<file path="src/rtl/fu_arb_pkg.sv">
// Shared types and opcode constants for the functional-unit arbiter.
package fu_arb_pkg;

  typedef enum logic [1:0] {
    S_IDLE = 2'd0,
    S_EXEC = 2'd1,
    S_RESP = 2'd2
  } state_e;

  localparam logic [3:0] OP_ADD  = 4'd0;
  localparam logic [3:0] OP_SUB  = 4'd1;
  localparam logic [3:0] OP_MUL  = 4'd2;
  localparam logic [3:0] OP_AND  = 4'd3;
  localparam logic [3:0] OP_OR   = 4'd4;
  localparam logic [3:0] OP_XOR  = 4'd5;
  localparam logic [3:0] OP_LAND = 4'd6;
  localparam logic [3:0] OP_LOR  = 4'd7;
  localparam logic [3:0] OP_NOT  = 4'd8;
  localparam logic [3:0] OP_MAD  = 4'd9;
  localparam logic [3:0] OP_MAX  = 4'd9;

endpackage

</file>
<file path="src/rtl/functional_unit.sv">
// Combinational 4-bit operand / 8-bit result functional unit.
// Results wrap modulo 256; unknown opcodes produce zero.
module functional_unit
  import fu_arb_pkg::*;
(
  input  logic [3:0] m_i,
  input  logic [3:0] n_i,
  input  logic [3:0] sel_i,
  output logic [7:0] res_o
);

  logic [7:0] m8;
  logic [7:0] n8;

  assign m8 = {4'd0, m_i};
  assign n8 = {4'd0, n_i};

  // Opcode decode; every arm is computed in 8 bits so sub/mad wrap naturally.
  always_comb begin
    res_o = 8'd0;
    case (sel_i)
      OP_ADD:  res_o = m8 + n8;
      OP_SUB:  res_o = m8 - n8;
      OP_MUL:  res_o = m8 * n8;
      OP_AND:  res_o = m8 & n8;
      OP_OR:   res_o = m8 | n8;
      OP_XOR:  res_o = m8 ^ n8;
      OP_LAND: res_o = {7'd0, (|m_i) & (|n_i)};
      OP_LOR:  res_o = {7'd0, (|m_i) | (|n_i)};
      OP_NOT:  res_o = ~m8;
      OP_MAD:  res_o = (m8 + m8 + m8) - n8;
      default: res_o = 8'd0;
    endcase
  end

endmodule

</file>
<file path="src/rtl/fu_arbiter.sv">
// Round-robin arbiter sharing one functional unit between NUM_REQ requesters.
// One operation in flight: IDLE (grant) -> EXEC (compute) -> RESP (hold result).
module fu_arbiter
  import fu_arb_pkg::*;
#(
  parameter int NUM_REQ = 4,
  parameter int ID_W    = $clog2(NUM_REQ)
) (
  input  logic                 clk,
  input  logic                 rst_n,
  input  logic [NUM_REQ-1:0]   req_valid,
  output logic [NUM_REQ-1:0]   req_ready,
  input  logic [NUM_REQ*4-1:0] req_m,
  input  logic [NUM_REQ*4-1:0] req_n,
  input  logic [NUM_REQ*4-1:0] req_sel,
  output logic                 rsp_valid,
  input  logic                 rsp_ready,
  output logic [ID_W-1:0]      rsp_id,
  output logic [7:0]           rsp_data,
  output logic                 rsp_err,
  output logic                 busy,
  output logic [15:0]          op_count
);

  state_e            state_q;
  logic [ID_W-1:0]   last_grant_q;
  logic [ID_W-1:0]   rsp_id_q;
  logic [7:0]        rsp_data_q;
  logic              rsp_err_q;
  logic              rsp_valid_q;
  logic              busy_q;
  logic [15:0]       op_count_q;
  logic [15:0]       op_count_d;

  logic [3:0]        op_m_q;
  logic [3:0]        op_n_q;
  logic [3:0]        op_sel_q;

  logic              win_found;
  logic [ID_W-1:0]   win_idx;
  logic [3:0]        win_m;
  logic [3:0]        win_n;
  logic [3:0]        win_sel;
  logic [7:0]        fu_res;
  logic              accept;

  assign op_count_d = op_count_q + 16'd1;
  assign accept     = (state_q == S_IDLE) && win_found;

  // Round-robin search starting just after the last granted requester.
  always_comb begin
    int unsigned     cand;
    logic [ID_W-1:0] cand_id;
    cand      = 0;
    cand_id   = '0;
    win_found = 1'b0;
    win_idx   = '0;
    for (int k = 1; k <= NUM_REQ; k++) begin
      cand    = (int'(last_grant_q) + k) % NUM_REQ;
      cand_id = cand[ID_W-1:0];
      if (!win_found && req_valid[cand_id]) begin
        win_found = 1'b1;
        win_idx   = cand_id;
      end
    end
  end

  // Only the winner sees ready, and only while the unit is idle.
  always_comb begin
    req_ready = '0;
    if (accept) req_ready[win_idx] = 1'b1;
  end

  assign win_m   = req_m[win_idx*4 +: 4];
  assign win_n   = req_n[win_idx*4 +: 4];
  assign win_sel = req_sel[win_idx*4 +: 4];

  // Operand capture on the accept edge; contents are don't-care outside EXEC.
  always_ff @(posedge clk) begin
    if (accept) begin
      op_m_q   <= win_m;
      op_n_q   <= win_n;
      op_sel_q <= win_sel;
    end
  end

  functional_unit u_fu (
    .m_i   (op_m_q),
    .n_i   (op_n_q),
    .sel_i (op_sel_q),
    .res_o (fu_res)
  );

  // Control FSM with registered response and status outputs.
  always_ff @(posedge clk or negedge rst_n) begin
    if (!rst_n) begin
      state_q      <= S_IDLE;
      last_grant_q <= ID_W'(NUM_REQ - 1);
      rsp_id_q     <= '0;
      rsp_data_q   <= 8'd0;
      rsp_err_q    <= 1'b0;
      rsp_valid_q  <= 1'b0;
      busy_q       <= 1'b0;
      op_count_q   <= 16'd0;
    end else begin
      case (state_q)
        S_IDLE: begin
          if (win_found) begin
            rsp_id_q     <= win_idx;
            last_grant_q <= win_idx;
            busy_q       <= 1'b1;
            state_q      <= S_EXEC;
          end
        end
        S_EXEC: begin
          rsp_data_q  <= fu_res;
          rsp_err_q   <= (op_sel_q > OP_MAX);
          rsp_valid_q <= 1'b1;
          state_q     <= S_RESP;
        end
        S_RESP: begin
          if (rsp_ready) begin
            rsp_valid_q <= 1'b0;
            busy_q      <= 1'b0;
            op_count_q  <= op_count_d;
            state_q     <= S_IDLE;
          end
        end
        default: begin
          rsp_valid_q <= 1'b0;
          busy_q      <= 1'b0;
          state_q     <= S_IDLE;
        end
      endcase
    end
  end

  assign rsp_valid = rsp_valid_q;
  assign rsp_id    = rsp_id_q;
  assign rsp_data  = rsp_data_q;
  assign rsp_err   = rsp_err_q;
  assign busy      = busy_q;
  assign op_count  = op_count_q;

endmodule

</file>
<file path="config.mk">
export PLATFORM = sky130hd
export DESIGN_NAME = fu_arbiter
export DESIGN_NICKNAME = d
export VERILOG_FILES = /design/src/rtl/fu_arb_pkg.sv /design/src/rtl/functional_unit.sv /design/src/rtl/fu_arbiter.sv
export SDC_FILE = /design/constraint.sdc
export NUM_CORES = 1
export LEC_CHECK = 0
export CORE_ASPECT_RATIO = 0.9
export CORE_MARGIN = 4
export CORE_UTILIZATION = 25
export CTS_CLUSTER_DIAMETER = 30
export DETAILED_ROUTE_END_ITERATION = 10
export GPL_TIMING_DRIVEN = 0
export PLACE_DENSITY = 0.5
export SLEW_MARGIN = 20
export SYNTH_ARGS = -nofsm -noshare
export SYNTH_HDL_FRONTEND = slang
export SYNTH_HIERARCHICAL = 1
export SYNTH_SLANG_ARGS = --single-unit
</file>
<file path="constraint.sdc">
create_clock -name clk -period 3.1 [get_ports clk]
set_clock_uncertainty 0.1 [all_clocks]
set_input_delay 0.31 -clock clk [delete_from_list [all_inputs] [get_ports clk]]
set_output_delay 0.31 -clock clk [all_outputs]
set_load 0.005 [all_outputs]
</file>
Word-level counts from Yosys, hierarchy flattened:

Index checks and enable logic that the tools add are counted.

* output and inout port bits: 33
* memories kept: 0
* logic and storage cells: 97
* latch bits: 0
* bits in read-only memories: 0
* bits in registers: 45
* RAM bits: 0

* shift operators: 3
* div/mod/pow operators: 0
* add/subtract/negate cells: 10
* multipliers: 1
* reduce and logical (&&, ||, !) cells: 17
* mux-type cells: 27
* equality and inequality tests: 13
* order comparisons: 7
* bitwise logic cells: 8

Operators by type and width (count)
* $pmux 8 s10: 1
* $shiftx 16x5->4: 3
* $add 16x1->16 const B: 1
* $eq 4x3->1 const B: 4
* $lt 2x3->1 const B: 5
* $mux 2: 6
* $mux 1: 11
* $add 4x4->5: 2
* $add 8x4->8: 1
* $bmux 1 s2: 4
* $eq 4x2->1 const B: 2
* $eq 4x4->1 const B: 2
* $mul 4x4->8: 1
* $not 4->8: 1
* $reduce_and 2->1: 4
* $reduce_or 4->1: 2
* $sub 8x4->8: 1
* $pmux 1 s3: 2
* $pmux 2 s3: 1
* $logic_and 1x1->1: 5
* $sub 4x4->5: 1
* $add 2x1->2 const B: 2
* $add 2x2->2 const B: 2
* $and 4x4->4: 1
* 17 further kinds: 21

Longest topological paths before layout:

* word-level depth: 18
* mapped depth: 13
* depth with buffers taken out: 13

Modules after synthesis:

The synthesis kept the hierarchy.

By module, submodules not included
* fu_arbiter: times used 1, seq. area each 1188.6 sq um, area an instance 2187.1 sq um, cells an instance 227
* functional_unit: times used 1, seq. area each 0.0 sq um, area an instance 1398.8 sq um, cells an instance 177

Least setup slack after synthesis:

Ideal clock, no wire load.

* path kind: register to register
* from: reg op_m_q[1]
* to: reg rsp_data_q[6], in the netlist rsp_data[6]
* cell stages (with the launch flop): 13
* data arrival time: 2932 ps
* setup slack: -48 ps
* buffers on the path: 0
* setup time: 117 ps
* data required time: 2883 ps
* cell sequence: edfxtp_1 ha_1 inv_1 fa_1 fa_1 inv_1 fa_1 a21o_1 a21oi_1 xor2_1 o211ai_1 nand2_1 nand2_1

* longest elaborated chain between the ends: 4

Ends and longest elaborated chain
* from (decl): RTL line fu_arbiter.sv:35 `logic [3:0] op_m_q;`
* from (signal assigned): RTL line fu_arbiter.sv:81 `op_m_q <= win_m;`
* $add 4x4->5: RTL line functional_unit.sv:31 `OP_MAD: res_o = (m8 + m8 + m8) - n8;`
* $add 8x4->8: RTL line functional_unit.sv:31
* $sub 8x4->8: RTL line functional_unit.sv:31
* $pmux 8 s10 *: RTL line functional_unit.sv:21 `case (sel_i)`
* via fu_res[6]: RTL line fu_arbiter.sv:44 `logic [7:0] fu_res;`
* to (signal assigned): RTL line fu_arbiter.sv:116 `rsp_data_q <= fu_res;`
* to (decl): RTL line fu_arbiter.sv:28 `logic [7:0] rsp_data_q;`

Mark *: on every way through the listed nets, which the timed path passes. The rest lies on a longest branch.
A chain may end at the register's enable or synchronous reset.

Worst setup path after layout:

Same ends and word-level chain as after synthesis.

==> results.sh <==
export IMPL_grt_pass1_vias=3339
export IMPL_r2r_setup_slack_ns=0.09
export IMPL_met1_usage=0.168
export IMPL_finalWorstSetupSlack_ns=0.0888
export IMPL_cp_buffers_inverters=2
export IMPL_synthArstFlopShare=0.733
export IMPL_grt_pass1_wl_mm=16.1
export IMPL_post_dp_hpwl_mm=7.76
export IMPL_drtIter0Drc=185
export IMPL_crit_family="adder cells"
export IMPL_die_x_um=134
export IMPL_fp_row_count=41
export IMPL_grt_ovfl_total=0
export IMPL_grt_max_degree=28
export IMPL_portBuffers=87
export IMPL_num_io_pins=88
export IMPL_die_h_um=122
export IMPL_timing_hold_violations_final=0
export IMPL_finalCritPeriodShare=0.971
export IMPL_maxCapViolations=0
export IMPL_p_switching_mw=2.49
export IMPL_drive_gt1_frac=0.117
export IMPL_r2r_end="rsp_data[6]$_DFFE_PN0P_"
export IMPL_hold_class="in2async"
export IMPL_syn_nets=503
export IMPL_leakagePower_nw=2.16
export IMPL_clk_path_buf_depth=2
export IMPL_r2r_start="op_m_q[1]$_DFFE_PP_"
export IMPL_seq_power_share=0.205
export IMPL_cts_tree="built"
export IMPL_worstSetupPathType="reg2reg"
export IMPL_slew_headroom=0.617
export IMPL_initial_core_util=0.255
export IMPL_powerDensity_mw_per_mm2=1070
export IMPL_critPathMaxStageDelay_ns=0.51
export IMPL_slowest_stage="fa_1"
export IMPL_switching_share=0.463
export IMPL_die_area_mm2=0.0163
export IMPL_crit_required_ns=3.18
export IMPL_placed_area_mm2=0.00473
export IMPL_yosys_cell_count_top_type="nand2_1"
export IMPL_power_frac_comb=0.697
export IMPL_cts_made_buffers=5
export IMPL_postLayoutCoreUtil=0.356
export IMPL_internal_power_mw=2.89
export IMPL_pwr_share_clk=0.098
export IMPL_netlist_instances=404
export IMPL_arrival_ns=3.09
export IMPL_holdWs_ns=0.301
export IMPL_ys_dominant_reg_cell="dfrtp_1"
export IMPL_htree_levels=2
export IMPL_ys_top_cells_by_area="dfrtp_1 (22%), ha_1 (12%), edfxtp_1 (10%)"
export IMPL_syn_area_mm2=0.00359
export IMPL_total_power_mw=5.38
export IMPL_gp_congestion=0.859
export IMPL_top_usage_layer="met2"
export IMPL_grt_setup_unrepaired="yes"
export IMPL_start_kind="register"
export IMPL_core_area_mm2=0.0141
export IMPL_synth_edf_count=12
export IMPL_dp_slack_ns=-0.309
export IMPL_wirelength_mm=9.63
export IMPL_synth_top_cell_area_share=0.216
export IMPL_post_route_drc_count=0
export IMPL_final_cell_area_mm2=0.00501
export IMPL_tightestPinTransition_ns=0.572
export IMPL_netlist_cell_type_count=55
export IMPL_use_met3=0.0231
export IMPL_avgSynthCellArea_um2=8.88
export IMPL_clock_latency_ns=0.28
export IMPL_setup_viol=0
export IMPL_vias=3255
export IMPL_ys_seq_elements=45
export IMPL_reg2regPathDepth=12
export IMPL_crit_chain="ha_2 -> inv_2 -> fa_1 -> fa_1 -> inv_2 -> fa_2 -> a21o_1 -> a21oi_2 -> xor2_2 -> o211ai_1 -> nand2_1 -> nand2_1"
export IMPL_ys_warnings_count=6
export IMPL_fin_crit_ns=3.01
export IMPL_ir_drop_uv=334
export IMPL_synthToLayoutAreaGrowth_pct=39.6
export IMPL_cts_sinks=45
export IMPL_drt_pass1_iter_count=4
export IMPL_antenna_cells=0
export IMPL_antenna_found_initial=0
export IMPL_worst_setup_path_end_kind="register"
export IMPL_grt_util_met2=0.183
export IMPL_via_per_inst=4.62
export IMPL_critPathMaxFanout=2
export IMPL_nNetsFinal=610
export IMPL_report_final_slew_viol_count=0
export IMPL_clk_pin_slew_ns=0.07
export IMPL_drtAntennaViolNets=0
export IMPL_fillers=1474
export IMPL_synthTopCellsByCount="nand2_1 (78), ha_1 (34), dfrtp_1 (31), inv_1 (25), nor2_1 (24)"
export IMPL_root_buffer="clkbuf_16"
export IMPL_wire_per_inst_um=13.7
export IMPL_fmax_mhz=332
export IMPL_grt_usage=0.118
export IMPL_synth_largest_area_cell="dfrtp_1"
export IMPL_outcome="complete, no violations"
export IMPL_seq_area_frac_synth=0.331
==> power by group through the flow <==
stage	Sequential [mW]	Combinational, mW	Clock (mW)
after global routing	1.15	4.30	0.572
after floorplan	1.11	2.40	0
after global placement	1.18	3.44	0
after CTS	1.12	3.65	0.543
after detailed placement	1.18	3.51	0
final	1.10	3.75	0.527
==> timing repair <==
action | 4_1_cts | 5_1_grt
resized for setup | 2 | 9
pin swaps | 7 | 11
hold buffers | 1 | 0
hold endpoints to repair | 11 | 0
setup buffers | 7 | 4
endpoints found under the setup margin | 5 | 4
==> flip-flops by register name, summed over array words and instances (netlist names) <==
register and cells:
rsp_id 2, op_m_q 4, op_n_q 4, rsp_err 1, rsp_data 8, busy 1
rsp_valid 1, op_sel_q 4, state_q 2, last_grant_q 2, op_count 16
==> per-stage QoR <==
| stage | setup TNS (ns) | instances |
|---|---|---|
| after global routing | -0.189 | 705 |
| after floorplan | -0.000447 | 404 |
| after global placement | -1.01 | 684 |
| after CTS | 0 | 701 |
| final | 0 | 705 |
| after detailed placement | -1.08 | 685 |
==> final cells by class <==
| type | count | area [um^2] | area share |
|---|---|---|---|
| clock buffers | 5 | 125 | 0.0250 |
| repair buffers | 100 | 982 | 0.196 |
| well taps | 193 | 241 | 0.0482 |
| plain buffers | 18 | 110 | 0.0220 |
| inverters | 27 | 105 | 0.0210 |
| flip-flops and latches | 45 | 1190 | 0.237 |
| clock inverters | 3 | 25.0 | 0.00500 |
| multi-input cells | 314 | 2230 | 0.445 |
==> layer usage <==
metal,part of all wire,wire (um),vias to the layer above
met5,0,0,-
met4,0.014,130,0
met2,0.44,4240,111
li1,-,-,1628
met3,0.067,641,8
met1,0.48,4610,1508
==> cell families (layout without fill, tap and decap cells) <==
group / after synthesis / in the layout / share of synthesized area
AO/OA/AOI/OAI: 83 / 83 / 0.154
XOR/XNOR: 19 / 19 / 0.0464
adder cells (fa/ha/maj): 44 / 44 / 0.174
buffers and inverters: 45 / 153 / 0.0590
flip-flops: 45 / 45 / 0.331
multiplexers: 6 / 6 / 0.0181
AND/OR/NAND/NOR: 162 / 162 / 0.217
==> worst register-to-register path, delay by kind of cell, from the launching register on <==
| kind | cells | cell delay [ns] |
|---|---|---|
| compound gates | 3 | 0.47 |
| xor+xnor | 1 | 0.19 |
| fa+ha+maj | 4 | 1.50 |
| buf+inv | 2 | 0.11 |
| flops | 1 | 0.42 |
| simple gates | 2 | 0.13 |
==> how the worst max path moves through the flow <==
stage                                   start  depth (start not counted)                      end  slack, ns
after global routing      op_m_q[1]$_DFFE_PP_                         12  rsp_data[6]$_DFFE_PN0P_      -0.09
after global placement    op_m_q[1]$_DFFE_PP_                         12  rsp_data[7]$_DFFE_PN0P_      -0.29
after detailed placement  op_m_q[1]$_DFFE_PP_                         12  rsp_data[7]$_DFFE_PN0P_      -0.31
after CTS                 op_m_q[1]$_DFFE_PP_                         12  rsp_data[7]$_DFFE_PN0P_      0.002
final                     op_m_q[1]$_DFFE_PP_                         12  rsp_data[6]$_DFFE_PN0P_       0.09
after floorplan           op_m_q[1]$_DFFE_PP_                         12  rsp_data[7]$_DFFE_PN0P_    -0.0004
==> cell usage in the layout, fill, tap and decap left out, types with 3 or more instances in the layout <==
| cell | count |
|---|---|
| a21o_1 | 5 |
| xor2_1 | 5 |
| inv_1 | 21 |
| buf_4 | 13 |
| and4_1 | 3 |
| clkbuf_1 | 5 |
| a32oi_1 | 13 |
| edfxtp_1 | 12 |
| buf_2 | 8 |
| o211ai_1 | 4 |
| dfrtp_1 | 31 |
| nand4_1 | 6 |
| nand2b_1 | 7 |
| nor2_1 | 23 |
| nand3_1 | 13 |
| buf_6 | 4 |
| ha_2 | 4 |
| o21ai_0 | 14 |
| and3_1 | 4 |
| nor2b_1 | 10 |
| clkdlybuf4s50_1 | 86 |
| fa_1 | 9 |
| inv_2 | 5 |
| a31oi_1 | 4 |
| xnor2_1 | 13 |
| nor3_1 | 3 |
| clkbuf_16 | 5 |
| a21oi_1 | 22 |
| mux2_2 | 4 |
| nand2_1 | 78 |
| ha_1 | 29 |
No activity file was read; power rests on OpenSTA's default activity.
